==> src/rtl/id_stage_queue.sv <==
// Elastic DEPTH-entry queue between two decode/rename stages carrying pc, payload and prediction fields.
// Optional zero-latency bypass of an empty queue: define ID_QUEUE_BYPASS_EN.
module id_stage_queue #(
   parameter int unsigned WIDTH     = 32,
   parameter int unsigned ADR_WIDTH = 32,
   parameter int unsigned PAYLOAD_W = 64,
   parameter int unsigned DEPTH     = 4
) (
   input  logic                     clk,
   input  logic                     rst,
   input  logic                     flush,
   input  logic                     in_valid,
   output logic                     in_ready,
   input  logic [WIDTH-1:0]         in_pc,
   input  logic [PAYLOAD_W-1:0]     in_payload,
   input  logic [ADR_WIDTH-1:0]     in_pred_adr,
   input  logic                     in_branch_jump,
   output logic                     out_valid,
   input  logic                     out_ready,
   output logic [WIDTH-1:0]         out_pc,
   output logic [PAYLOAD_W-1:0]     out_payload,
   output logic [ADR_WIDTH-1:0]     out_pred_adr,
   output logic                     out_branch_jump,
   output logic [$clog2(DEPTH):0]   count
);

   localparam int unsigned AW = $clog2(DEPTH);
   localparam int unsigned PW = AW + 1;

   typedef struct packed {
      logic [WIDTH-1:0]     pc;
      logic [PAYLOAD_W-1:0] payload;
      logic [ADR_WIDTH-1:0] pred_adr;
      logic                 branch_jump;
   } entry_t;

   generate
      if (DEPTH < 2 || (DEPTH & (DEPTH - 1)) != 0) begin : g_bad_depth
         $error("id_stage_queue: DEPTH must be a power of two and >= 2");
      end
   endgenerate

   logic [PW-1:0] wr_ptr;
   logic [PW-1:0] rd_ptr;
   entry_t        mem [DEPTH];
   entry_t        in_entry;
   entry_t        head;
   logic          empty;
   logic          full;
   logic          bypass;
   logic          push;
   logic          pop;

   assign in_entry = '{pc: in_pc, payload: in_payload, pred_adr: in_pred_adr,
                       branch_jump: in_branch_jump};

   // Wrap bit distinguishes full from empty when the low bits match.
   assign empty = (wr_ptr == rd_ptr);
   assign full  = (wr_ptr[AW-1:0] == rd_ptr[AW-1:0]) && (wr_ptr[AW] != rd_ptr[AW]);

`ifdef ID_QUEUE_BYPASS_EN
   assign bypass = empty && in_valid && out_ready && !flush && !rst;
`else
   assign bypass = 1'b0;
`endif

   // Handshake, head selection and occupancy; a bypassed entry never touches storage.
   always_comb begin
      in_ready  = !full && !rst;
      push      = in_valid && in_ready && !flush && !bypass;
      pop       = !empty && !rst && out_ready && !flush;
      out_valid = 1'b0;
      head      = '0;
      if (bypass) begin
         out_valid = 1'b1;
         head      = in_entry;
      end else if (!empty && !rst) begin
         out_valid = 1'b1;
         head      = mem[rd_ptr[AW-1:0]];
      end
      count = rst ? '0 : PW'(wr_ptr - rd_ptr);
   end

   assign out_pc          = head.pc;
   assign out_payload     = head.payload;
   assign out_pred_adr    = head.pred_adr;
   assign out_branch_jump = head.branch_jump;

   // Pointer update: reset over flush over push/pop.
   always_ff @(posedge clk) begin
      if (rst) begin
         wr_ptr <= '0;
         rd_ptr <= '0;
      end else if (flush) begin
         rd_ptr <= wr_ptr;
      end else begin
         if (push) wr_ptr <= wr_ptr + PW'(1);
         if (pop)  rd_ptr <= rd_ptr + PW'(1);
      end
   end

   // Entry storage is deliberately left uncleared by reset.
   always_ff @(posedge clk) begin
      if (push) mem[wr_ptr[AW-1:0]] <= in_entry;
   end

endmodule

==> config.mk <==
export PLATFORM = sky130hd
export DESIGN_NAME = id_stage_queue
export DESIGN_NICKNAME = d
export VERILOG_FILES = /design/src/rtl/id_stage_queue.sv
export SDC_FILE = /design/constraint.sdc
export NUM_CORES = 1
export LEC_CHECK = 0
export CAP_MARGIN = 15
export CORE_ASPECT_RATIO = 0.9
export CORE_MARGIN = 2
export CORE_UTILIZATION = 55
export DETAILED_ROUTE_END_ITERATION = 6
export GPL_TIMING_DRIVEN = 0
export PLACE_DENSITY = 0.78
export SYNTH_ARGS = -nofsm -noshare
export SYNTH_HDL_FRONTEND = slang
export SYNTH_SLANG_ARGS = --single-unit
export TNS_END_PERCENT = 100
==> constraint.sdc <==
create_clock -name clk -period 13.22 [get_ports clk]
set_input_delay 1.322 -clock clk [delete_from_list [all_inputs] [get_ports clk]]
set_output_delay 1.322 -clock clk [all_outputs]
set_load 0.1 [all_outputs]
==> results_dict.tcl, run 1 <==
set metrics [dict create \
    crit_start "rst" \
    routabilityCongestion 0.725 \
    clock_latency_ns 0.57 \
    grt_pass1_vias 10300 \
    cts_root_buf "clkbuf_16" \
    synth_ff_type "edfxtp_1" \
    netlist_area_sq_um 20000 \
    drc 0 \
    vias 9634 \
    ctsResizeCount 0 \
    synthXorXnorAreaFrac 0.00213 \
    synth_top_area_frac 0.774 \
    wirelength_um 40000 \
    post-place-cells 1628 \
    final_cell_mix "516 x edfxtp_1, 266 x clkdlybuf4s50_1, 129 x mux4_2, 129 x and2_1, 51 x clkbuf_16" \
    grt_first_pass_wirelength_um 59900 \
    drive_above_1_share 0.197 \
    rows 66 \
    synth_simple_gate_area_share 0.0443 \
    ant_nets 0 \
    final_common_cell "edfxtp_1" \
    maxSlewViolCount 0 \
    synth_top_family_by_area "multiplexers" \
    hp-start "wr_ptr[0]$_SDFFE_PP0P_" \
    cts_num_sinks 524 \
    clock_path_buffers 3 \
    holdWs_ns 0.582 \
    syn_inst 878 \
    numCtsBuffers 50 \
    dieArea_sq_um 37900 \
    powerDensity_nw_per_um2 151 \
    total_power_w 0.00379 \
    tns_ns 0 \
    synth.distinct_cells 33 \
    nets 1346 \
    hold_viol_final 0 \
    yosys_warnings 0 \
    ys_seq_elements 524 \
    finalWorstPathRequiredPeriod_ns 5.30 \
    worst_pin_slew_ns 1.09 \
    core-area_sq_um 36000 \
    wl_per_cell_um 23.3 \
    fp.dieW_um 205 \
    status "finished, final reports clean" \
    synth-compound-area-share 0.00582 \
    firstDrtPassIters 5 \
    yosysTopAreaCell "edfxtp_1" \
    cts_tree "done" \
    cp_data_arrival_time_ns 3.98 \
    track_usage 0.213 \
    muxShareOfSynthArea 0.145 \
    setup_viol 0 \
    drtIter0Drc 743 \
    peakVddDrop_mv 0.117 \
    criticalPathCategory "in -> out" \
    die_y_um 185 \
    cts_setup_buffers 0 \
    area_growth_pct 25.6 \
    synth_edf_count 516 \
    ys_top_cells_by_area "edfxtp_1 77%, mux4_2 15%, and2_1 4.2%, buf_4 0.83%, dfxtp_1 0.80%" \
    fin_cells 1718 \
    relSlewSlack 0.269 \
    worstSetupStartpointType "input pin" \
    finalCritPeriodShare 0.401 \
    syn_nets 1020 \
    drv_cap 0 \
    dp_hpwl_um 25000 \
    io_pins 268 \
    place_area_sq_um 23500 \
    portBuffers 266 \
    path_max_fanout 10 \
    rsz0062_at_grt "false" \
    hold_path_class "reg -> reg" \
    fin_skew_ns 0.0149 \
    initial_core_util 0.556 \
    async_reset_ff_frac 0 \
    cts.htree.levels 2 \
    gr-total-overflow 0 \
    grt_max_degree 59 \
    synth.avg_cell_area_sq_um 22.8 \
    synth_seq_area_share 0.782 \
    fill_cells 2218 \
    end_kind "output port" \
    fin_area_sq_um 25100 \
    viasPerCell 5.61 \
    fmaxAchievable_mhz 189 \
    cellLeakagePower_nw 7.99 \
    synth_fa_ha_area_frac 0.00538 \
    ctsHoldBuffers 0 \
    reg2reg_from "wr_ptr[0]$_SDFFE_PP0P_" \
    required_ns 11.90 \
    clk_pin_slew_ns 0.06 \
    antenna_found_initial 3 \
]
metal layers:
metal / GRT usage / vias to the layer above / share of wire
met5: 0 / - / 0.00030
met4: 0.0645 / 2 / 0.025
met3: 0.0667 / 73 / 0.083
met2: 0.343 / 297 / 0.49
met1: 0.284 / 5008 / 0.40
li1: - / 4254 / -
report_power, final:
part	total (W)	switching [W]	internal, W
clock network	0.00142	0.000577	0.000839
registers	0.00185	0.00000515	0.00185
logic	0.000524	0.000357	0.000167
worst paths after layout:
kind,endpoint,slack [ns],cells past startpoint
worst min register to register,wr_ptr[0]$_SDFFE_PP0P_,0.58,2
worst min-delay path,wr_ptr[0]$_SDFFE_PP0P_,0.58,2
worst max register to register,mem[2][35]$_DFFE_PP_,10.55,7
worst max-delay path,out_payload[21],7.92,7
final cells by class:
class | count | area, sq um | share of cell area
tap | 476 | 596 | 0.0237
clock inverter | 31 | 342 | 0.0136
clock buffer | 56 | 1290 | 0.0515
sequential | 524 | 15700 | 0.623
antenna | 3 | 7.51 | 0.000299
multi-input combinational | 302 | 4070 | 0.162
timing repair buffer | 274 | 2880 | 0.114
buffer | 45 | 267 | 0.0106
inverter | 7 | 27.5 | 0.00110
metrics by stage:
step | utilization | setup slack (ns)
3_3_place_gp | 0.646 | 4.98
6_report | 0.698 | 7.92
3_5_place_dp | 0.652 | 7.91
4_1_cts | 0.698 | 7.90
2_1_floorplan | - | 7.76
5_1_grt | 0.698 | 7.80
synth_stat cells (2+ instances only):
cell / n
a221oi_1: 2
clkbuf_1: 15
inv_1: 6
ha_1: 7
o21a_1: 2
and2_1: 133
buf_4: 22
nand2_1: 3
mux4_2: 129
buf_2: 6
a21oi_1: 3
o31a_1: 2
dfxtp_1: 8
edfxtp_1: 516
nor2_1: 5
xnor2_1: 2
sequential cells by signal (all words and copies together), names as in the netlist, named ones only:
name    count
rd_ptr      3
wr_ptr      3
mem       516
cells by family after synthesis:
kind of cell	after synthesis
xor+xnor	4
simple gates	145
mux	129
fa+ha+maj	8
compound gates	16
flops	524
buf+inv	52
critical path, cell delays in order:
cell and delay [ns]:
clkdlybuf4s50_1 0.49, a31o_1 0.26, clkinv_2 0.11, buf_6 0.22, buf_4 0.22, and2_1 0.17, clkdlybuf4s50_1 1.18
Note: power is estimated with default switching activity, not from simulation.
==> inputs of run 2 (changes only) <==
==> constraint.sdc (replaced) <==
create_clock -name clk -period 5.5 [get_ports clk]
set_input_delay 0.55 -clock clk [delete_from_list [all_inputs] [get_ports clk]]
set_output_delay 0.55 -clock clk [all_outputs]
set_load 0.1 [all_outputs]
==> results of run 2 <==
The final DEF is identical to that of run 1. Status: finished, final reports clean.
Among the figures that moved: setup slack after placement 7.91 ns -> 1.74 ns; setup slack after layout 7.92 ns -> 1.33 ns; hold slack 0.582 ns -> 0.466 ns; start point of the critical path rst -> wr_ptr[0]$_SDFFE_PP0P_; register-to-register setup slack 10.55 ns -> 2.83 ns; end point of the worst hold path wr_ptr[0]$_SDFFE_PP0P_ -> rd_ptr[2]$_SDFFE_PP0P_; total power 0.00379 W -> 0.00911 W; worst IR drop on VDD 0.117 mV -> 0.282 mV
